$ cat src/rtl/anti_theft_controller.sv
// rtl/anti_theft_controller.sv - multi-door anti-theft FSM with countdown, timed siren and door latch
// Single registered FSM; siren decodes straight from the state register.
module anti_theft_controller #(
  parameter int NUM_DOORS    = 4,
  parameter int TIME_W       = 4,
  parameter int T_ARM_DEF    = 6,
  parameter int T_DRIVER_DEF = 8,
  parameter int T_PASS_DEF   = 15,
  parameter int T_ALARM_DEF  = 10,
  parameter int BLINK_TICKS  = 2
) (
  input  logic                 clock,
  input  logic                 reset_n,
  input  logic                 tick_1hz,
  input  logic                 ignition,
  input  logic [NUM_DOORS-1:0] doors,
  input  logic                 reprogram,
  input  logic [1:0]           prog_sel,
  input  logic [TIME_W-1:0]    prog_value,
  output logic                 status,
  output logic                 siren,
  output logic [2:0]           state,
  output logic [TIME_W-1:0]    time_left,
  output logic [NUM_DOORS-1:0] door_latched
);

  localparam int BW = (BLINK_TICKS > 1) ? $clog2(BLINK_TICKS) : 1;

  typedef enum logic [2:0] {
    ARMED      = 3'd0,
    TRIGGERED  = 3'd1,
    SOUNDING   = 3'd2,
    DISARMED   = 3'd3,
    WAIT_OPEN  = 3'd4,
    WAIT_CLOSE = 3'd5,
    ARM_DELAY  = 3'd6
  } state_t;

  state_t               st;
  logic [TIME_W-1:0]    t_arm, t_drv, t_pass, t_alarm;
  logic [BW-1:0]        blink_cnt;
  logic [NUM_DOORS-1:0] doors_q;
  logic [NUM_DOORS-1:0] door_rise;
  logic                 expired;

  assign state     = st;
  assign siren     = (st == SOUNDING);
  assign expired   = (time_left == '0);
  assign door_rise = doors & ~doors_q;

  always_ff @(posedge clock or negedge reset_n) begin
    if (!reset_n) begin
      st           <= ARMED;
      time_left    <= '0;
      status       <= 1'b0;
      door_latched <= '0;
      blink_cnt    <= '0;
      doors_q      <= '0;
      t_arm        <= TIME_W'(T_ARM_DEF);
      t_drv        <= TIME_W'(T_DRIVER_DEF);
      t_pass       <= TIME_W'(T_PASS_DEF);
      t_alarm      <= TIME_W'(T_ALARM_DEF);
    end else begin
      doors_q <= doors;
      if (reprogram) begin
        case (prog_sel)
          2'd0:    t_arm   <= prog_value;
          2'd1:    t_drv   <= prog_value;
          2'd2:    t_pass  <= prog_value;
          default: t_alarm <= prog_value;
        endcase
        st           <= ARMED;
        time_left    <= '0;
        status       <= 1'b0;
        door_latched <= '0;
        blink_cnt    <= '0;
      end else begin
        case (st)
          ARMED: begin
            if (doors != '0) begin
              st           <= TRIGGERED;
              time_left    <= doors[0] ? t_drv : t_pass;
              door_latched <= doors;
              status       <= 1'b1;
            end else if (ignition) begin
              st     <= DISARMED;
              status <= 1'b0;
            end else if (tick_1hz) begin
              // status flips once every BLINK_TICKS ticks spent in ARMED
              if (blink_cnt == BW'(BLINK_TICKS - 1)) begin
                blink_cnt <= '0;
                status    <= ~status;
              end else begin
                blink_cnt <= blink_cnt + 1'b1;
              end
            end
          end
          TRIGGERED: begin
            if (expired) begin
              st        <= SOUNDING;
              time_left <= t_alarm;
            end else if (ignition) begin
              st           <= DISARMED;
              time_left    <= '0;
              status       <= 1'b0;
              door_latched <= '0;
            end else if (tick_1hz) begin
              time_left <= time_left - 1'b1;
            end
          end
          SOUNDING: begin
            if (ignition) begin
              st        <= DISARMED;
              time_left <= '0;
              status    <= 1'b0;
            end else if (expired && doors == '0) begin
              st        <= ARMED;
              status    <= 1'b0;
              blink_cnt <= '0;
            end else if (expired) begin
              time_left <= t_alarm;
            end else if (door_rise != '0) begin
              time_left    <= t_alarm;
              door_latched <= door_latched | door_rise;
            end else if (tick_1hz) begin
              time_left <= time_left - 1'b1;
            end
          end
          DISARMED: begin
            if (!ignition) st <= WAIT_OPEN;
          end
          WAIT_OPEN: begin
            if (ignition)      st <= DISARMED;
            else if (doors[0]) st <= WAIT_CLOSE;
          end
          WAIT_CLOSE: begin
            if (ignition) begin
              st <= DISARMED;
            end else if (!doors[0]) begin
              st        <= ARM_DELAY;
              time_left <= t_arm;
            end
          end
          ARM_DELAY: begin
            if (ignition) begin
              st        <= DISARMED;
              time_left <= '0;
            end else if (doors[0]) begin
              st        <= WAIT_CLOSE;
              time_left <= '0;
            end else if (expired) begin
              st        <= ARMED;
              status    <= 1'b0;
              blink_cnt <= '0;
            end else if (tick_1hz) begin
              time_left <= time_left - 1'b1;
            end
          end
          default: begin
            st        <= ARMED;
            time_left <= '0;
            status    <= 1'b0;
            blink_cnt <= '0;
          end
        endcase
      end
    end
  end

endmodule

$ cat config.mk
export PLATFORM = sky130hd
export DESIGN_NAME = anti_theft_controller
export DESIGN_NICKNAME = d
export VERILOG_FILES = /design/src/rtl/anti_theft_controller.sv
export SDC_FILE = /design/constraint.sdc
export NUM_CORES = 1
export LEC_CHECK = 0
export CAP_MARGIN = 20
export CORE_MARGIN = 4
export CORE_UTILIZATION = 45
export DETAILED_ROUTE_END_ITERATION = 8
export GPL_TIMING_DRIVEN = 0
export PLACE_DENSITY = 0.71
export SLEW_MARGIN = 20
export SYNTH_ARGS = -nofsm -noshare
export SYNTH_HDL_FRONTEND = slang
export SYNTH_SLANG_ARGS = --single-unit
$ cat constraint.sdc
create_clock -name clock -period 3.8 [get_ports clock]
set_clock_uncertainty 0.05 [all_clocks]
set_input_delay 0.76 -clock clock [delete_from_list [all_inputs] [get_ports clock]]
set_output_delay 0.76 -clock clock [all_outputs]
set_load 0.03 [all_outputs]
=== Yosys cells after proc, flatten, opt, wreduce, memory -nomap -nowiden ===
Cells that the tools add are included.

* Input port bits: 15
* Flip-flop bits (word level): 33
* Output and inout bits: 13
* Word-level logic and storage cells: 134

* Eq/ne operators: 36
* Reductions and logical operators: 21
* Bitwise gates (word level): 5
* Mux-type cells: 60
* Add/sub/neg operators: 2

{| class="wikitable"
|+ Operators by type and width
! kind !! count
|-
| $mux W4 || 23
|-
| $ne A3 B3 Y1 const B || 15
|-
| $mux W3 || 14
|-
| $pmux W4 S6 || 1
|-
| $pmux W3 S7 || 1
|-
| $ne A5 B5 Y1 const B || 4
|-
| $mux W1 || 18
|-
| $reduce_and A9 Y1 || 2
|-
| $ne A4 B4 Y1 const B || 3
|-
| $pmux W4 S3 || 1
|-
| $reduce_bool A4 Y1 || 3
|-
| $eq A3 B3 Y1 const B || 3
|-
| $logic_not A4 Y1 || 2
|-
| $reduce_and A2 Y1 || 4
|-
| $reduce_and A8 Y1 || 1
|-
| $eq A3 B2 Y1 const B || 2
|-
| $ne A2 B1 Y1 const B || 3
|-
| $ne A3 B2 Y1 const B || 2
|-
| $reduce_and A6 Y1 || 1
|-
| $reduce_or A3 Y1 || 2
|-
| $pmux W1 S5 || 1
|-
| $reduce_and A5 Y1 || 1
|-
| $and A4 B4 Y4 || 1
|-
| $ne A4 B3 Y1 const B || 1
|-
| other kinds (14) || 15
|}

=== Logic depth before layout (Yosys ltp) ===
* Depth after elaboration: 9
* Gate-level depth with buffers: 8
* Mapped depth without buffers: 8

=== Worst setup path before layout ===
OpenSTA, ideal clock, no wires.

* Kind: register to register
* From: register st[1], in the netlist state[1]
* To: register time_left[0]
* Data required time: 3668 ps
* Setup slack: 1564 ps
* Period minus slack after synthesis: 2236 ps
* Library setup time: 82 ps
* Buffers on the path: 1
* Data arrival time: 2104 ps
* Cell stages (with the launch flop): 7
* Cell sequence: dfrtp_1 -> buf_4 -> nor3b_4 -> a31oi_1 -> or3_1 -> o21ba_1 -> o22ai_1

* Elaborated cells between the ends (all ways): 17
* Classes of those cells: eq/ne: 12; mux: 2; reduce/logical: 3

{| class="wikitable"
|+ RTL lines
! element !! RTL line !! RTL
|-
| start: declaration || 39 || <nowiki>state_t st;</nowiki>
|-
| start signal: assignment || 53 || <nowiki>st <= ARMED;</nowiki>
|-
| start signal: assignment || 72 || <nowiki>st <= ARMED;</nowiki>
|-
| start signal: assignment || 81 || <nowiki>st <= TRIGGERED;</nowiki>
|-
| $eq A3 B2 Y1 (*) || -- ||
|-
| net siren || 21 || <nowiki>output logic siren,</nowiki>
|-
| $ne A4 B4 Y1 (no line) / $pmux W4 S6 (equally long branches) || -- ||
|-
| $reduce_and A6 Y1 (no line) / $mux W4 (equally long branches) || -- ||
|-
| end signal: assignment || 82 || <nowiki>time_left <= doors[0] ? t_drv : t_pass;</nowiki>
|-
| end signal: assignment || 101 || <nowiki>time_left <= t_alarm;</nowiki>
|-
| end signal: assignment || 108 || <nowiki>time_left <= time_left - 1'b1;</nowiki>
|-
| end: declaration || 23 || <nowiki>output logic [TIME_W-1:0] time_left,</nowiki>
|}

The timed path passes the listed nets; every way through them passes the cells marked *.
A chain may end at the register's enable or synchronous reset.

=== Worst setup path after layout ===
* From: register st[2], in the netlist state[2]
* To: output port siren

* Word-level cells in the longest chain between the ends: 1

{| class="wikitable"
|+ RTL lines
! element !! RTL line !! RTL
|-
| $eq A3 B2 Y1 || 47 || <nowiki>assign siren = (st == SOUNDING);</nowiki>
|-
| end: declaration || 21 ||
|}

Every way passes these cells.

==> flow_metrics.env <==
export IMPL_finalSetupViolCount=0
export IMPL_die_area_um2=5490
export IMPL_slew_violations=0
export IMPL_timing_rr_start="time_left[1]$_DFFE_PN0P_"
export IMPL_synth_top_area_share=0.306
export IMPL_yosysTopAreaCell="dfrtp_1"
export IMPL_drc=0
export IMPL_max_cap_viol_count=0
export IMPL_synth_ff_type="dfrtp_1"
export IMPL_hold_path_class="in2async"
export IMPL_hold_viol=0
export IMPL_max_clock_path_buffers=2
export IMPL_synth_seq_cells=33
export IMPL_clk_latency_ns=0.28
export IMPL_fin_nets=252
export IMPL_synth_avg_cell_area_um2=9.78
export IMPL_die_height_um=74.1
export IMPL_peakVddDrop_uv=293
export IMPL_grt_ovfl_total=0
export IMPL_ant_nets=0
export IMPL_cts_buffers=5
export IMPL_drt_iter0_drc=239
export IMPL_clock_fmax_mhz=350
export IMPL_gp_congestion=0.915
export IMPL_cts_root_buffer="clkbuf_8"
export IMPL_setup_tns_ns=0
export IMPL_initial_core_util=0.478
export IMPL_required_ns=2.99
export IMPL_critPathLaunchType="flip-flop"
export IMPL_cts_repair_timing_setup_buffer_count=0
export IMPL_crit_start="state[2]$_DFFE_PN0P_"
export IMPL_arrival_ns=2.05
export IMPL_postSynth_asyncResetShare=1.00
export IMPL_antenna_found_initial=0
export IMPL_rsz0062_at_grt="false"
export IMPL_first_pass_iters=5
export IMPL_viasPerCell=5.83
export IMPL_period_share=0.752
export IMPL_core_um2=4120
export IMPL_post_synth_instance_area_um2=1970
export IMPL_num_fill_cells=360
export IMPL_ios=28
export IMPL_n_antenna_cell=0
export IMPL_wire_per_inst_um=15.7
export IMPL_synthCells=201
export IMPL_cts_tree="built"
export IMPL_routed_via_count=1674
export IMPL_path_class="reg2out"
export IMPL_die_w_um=74.1
export IMPL_drive_above_1_share=0.190
export IMPL_io_buffers=27
export IMPL_p_total_mw=1.66
export IMPL_synthTopCellsByArea="dfrtp_1 31%, dfstp_2 12%, mux2_2 9.7%, nand2_1 4.4%, o21ai_0 3.6%"
export IMPL_p_per_area_nw_per_um2=682
export IMPL_cts_htree_levels=2
export IMPL_grt_pass1_vias=1616
export IMPL_grt_first_pass_wirelength_mm=7.94
export IMPL_ctsResizeCount=0
export IMPL_slew_headroom=0.555
export IMPL_worstMarginPinSlew_ns=0.662
export IMPL_hold_buffers=0
export IMPL_cts_sinks=33
export IMPL_grt_max_degree=20
export IMPL_dp_hpwl_mm=3.36
export IMPL_cp_end_kind="primary output"
export IMPL_yosysSeqAreaShare=0.426
export IMPL_finalWirelength_mm=4.51
export IMPL_status="complete, no violations"
export IMPL_fin_crit_ns=2.86
export IMPL_syn_to_final_growth_pct=24.0
export IMPL_p_leak_nw=0.940
export IMPL_syn_nets=217
export IMPL_crit_fanout=10
export IMPL_synth_edf_count=0
export IMPL_clk_pin_slew_worst_paths_ns=0.07
export IMPL_grt_use_total=0.189
export IMPL_rows=23
export IMPL_ys_types=46
export IMPL_yosysWarnings=0
-- cell type report --
class                           count  area (um^2)  area share
Multi-Input combinational cell    153         1060       0.437
Sequential cell                    33          837       0.343
Timing Repair Buffer               28          293       0.120
Clock buffer                        7         86.3      0.0354
Tap cell                           50         62.6      0.0257
Buffer                              9         41.3      0.0169
Clock inverter                      1         30.0      0.0123
Inverter                            6         22.5     0.00924
-- through the flow --
| step | setup slack, ns | area, um^2 | hold WS [ns] | std cells | util |
|---|---|---|---|---|---|
| 3_3_place_gp | 0.737 | 2300 | 0.428 | 278 | 0.559 |
| 5_1_grt | 0.829 | 2440 | 0.361 | 287 | 0.592 |
| 4_1_cts | 0.929 | 2440 | 0.349 | 287 | 0.592 |
| 2_1_floorplan | 1.56 | 1970 | 0.414 | 201 | - |
| 3_5_place_dp | 0.773 | 2320 | 0.429 | 279 | 0.564 |
| 6_report | 0.942 | 2440 | 0.342 | 287 | 0.592 |
-- cell usage after synthesis (all sizes together) (2+ instances only) --
library cell,count
nor3b,5
a221oi,2
nor2b,6
o22ai,2
nand3b,3
o221ai,3
nand3,4
a211oi,3
or2,2
mux2i,5
or4,3
buf,4
nand2b,3
o21ai,14
a32o,4
nor2,12
dfstp,9
clkbuf,5
inv,5
a21oi,13
a31oi,3
nand2,23
mux2,17
o211ai,4
o21bai,2
nor3,6
dfrtp,24
or3b,2
-- layer usage --
metal  vias to the layer above  part of all wire  track usage
li1                        820                 -            -
met1                       776              0.49        0.270
met2                        69              0.44        0.286
met3                         9             0.056       0.0432
met4                         0             0.010       0.0563
met5                         -                 0            0
-- critical path, cell delays in order (launching register included) --
cell and delay [ns]:
dfrtp_1 0.37, buf_2 0.19, nor3b_4 0.44, clkdlybuf4s50_1 0.76
-- where the power goes --
| group | internal (mW) | total (mW) | leakage, nW | switching [mW] |
|---|---|---|---|---|
| Sequential | 0.449 | 0.512 | 0.398 | 0.0621 |
| Clock | 0.214 | 0.342 | 0.0585 | 0.128 |
| Combinational | 0.331 | 0.810 | 0.484 | 0.479 |
-- registers in the layout, summed over array words and instances, names as in the netlist --
signal        cells
door_latched      4
doors_q           4
t_alarm           4
t_arm             4
t_drv             4
t_pass            4
time_left         4
state             3
blink_cnt         1
status            1
-- worst paths after layout --
| kind | slack [ns] | to | cells after the start |
|---|---|---|---|
| min reg2reg | 0.44 | door_latched[1]$_DFFE_PN0P_ | 1 |
| max in group asynchronous | 2.85 | t_pass[0]$_DFFE_PN1P_ | 2 |
| min | 0.34 | state[2]$_DFFE_PN0P_ | 1 |
| max reg2reg | 1.47 | time_left[2]$_DFFE_PN0P_ | 7 |
| min in group clock | 0.44 | door_latched[1]$_DFFE_PN0P_ | 1 |
| max | 0.94 | siren | 3 |
-- kinds of logic (layout without fill, tap and decap cells) --
logic type	after synthesis	in the layout	synth area share
AND/OR/NAND/NOR	73	73	0.209
AO/OA/AOI/OAI	57	57	0.203
flip-flops	33	33	0.426
multiplexers	22	22	0.123
buffers and inverters	15	51	0.0325
adder cells (fa/ha/maj)	1	1	0.00636
-- layout by cell type, fill, tap and decap left out, drive strengths merged, types with 2 or more instances in the layout --
master,netlist,routed
nand2b,3,3
nand2,23,23
or2,2,2
o21bai,2,2
dfstp,9,9
or4,3,3
clkbuf,5,12
a221oi,2,2
a211oi,3,3
o22ai,2,2
nand3b,3,3
nor2b,6,6
nor3,6,6
or3b,2,2
dfrtp,24,24
o21ai,14,14
nor2,12,12
o211ai,4,4
nor3b,5,5
o221ai,3,3
buf,4,6
a32o,4,4
mux2i,5,5
a31oi,3,3
clkdlybuf4s50,0,26
a21oi,13,13
nand3,4,4
inv,5,5
mux2,17,17
Power figures use the tool's default switching activity.
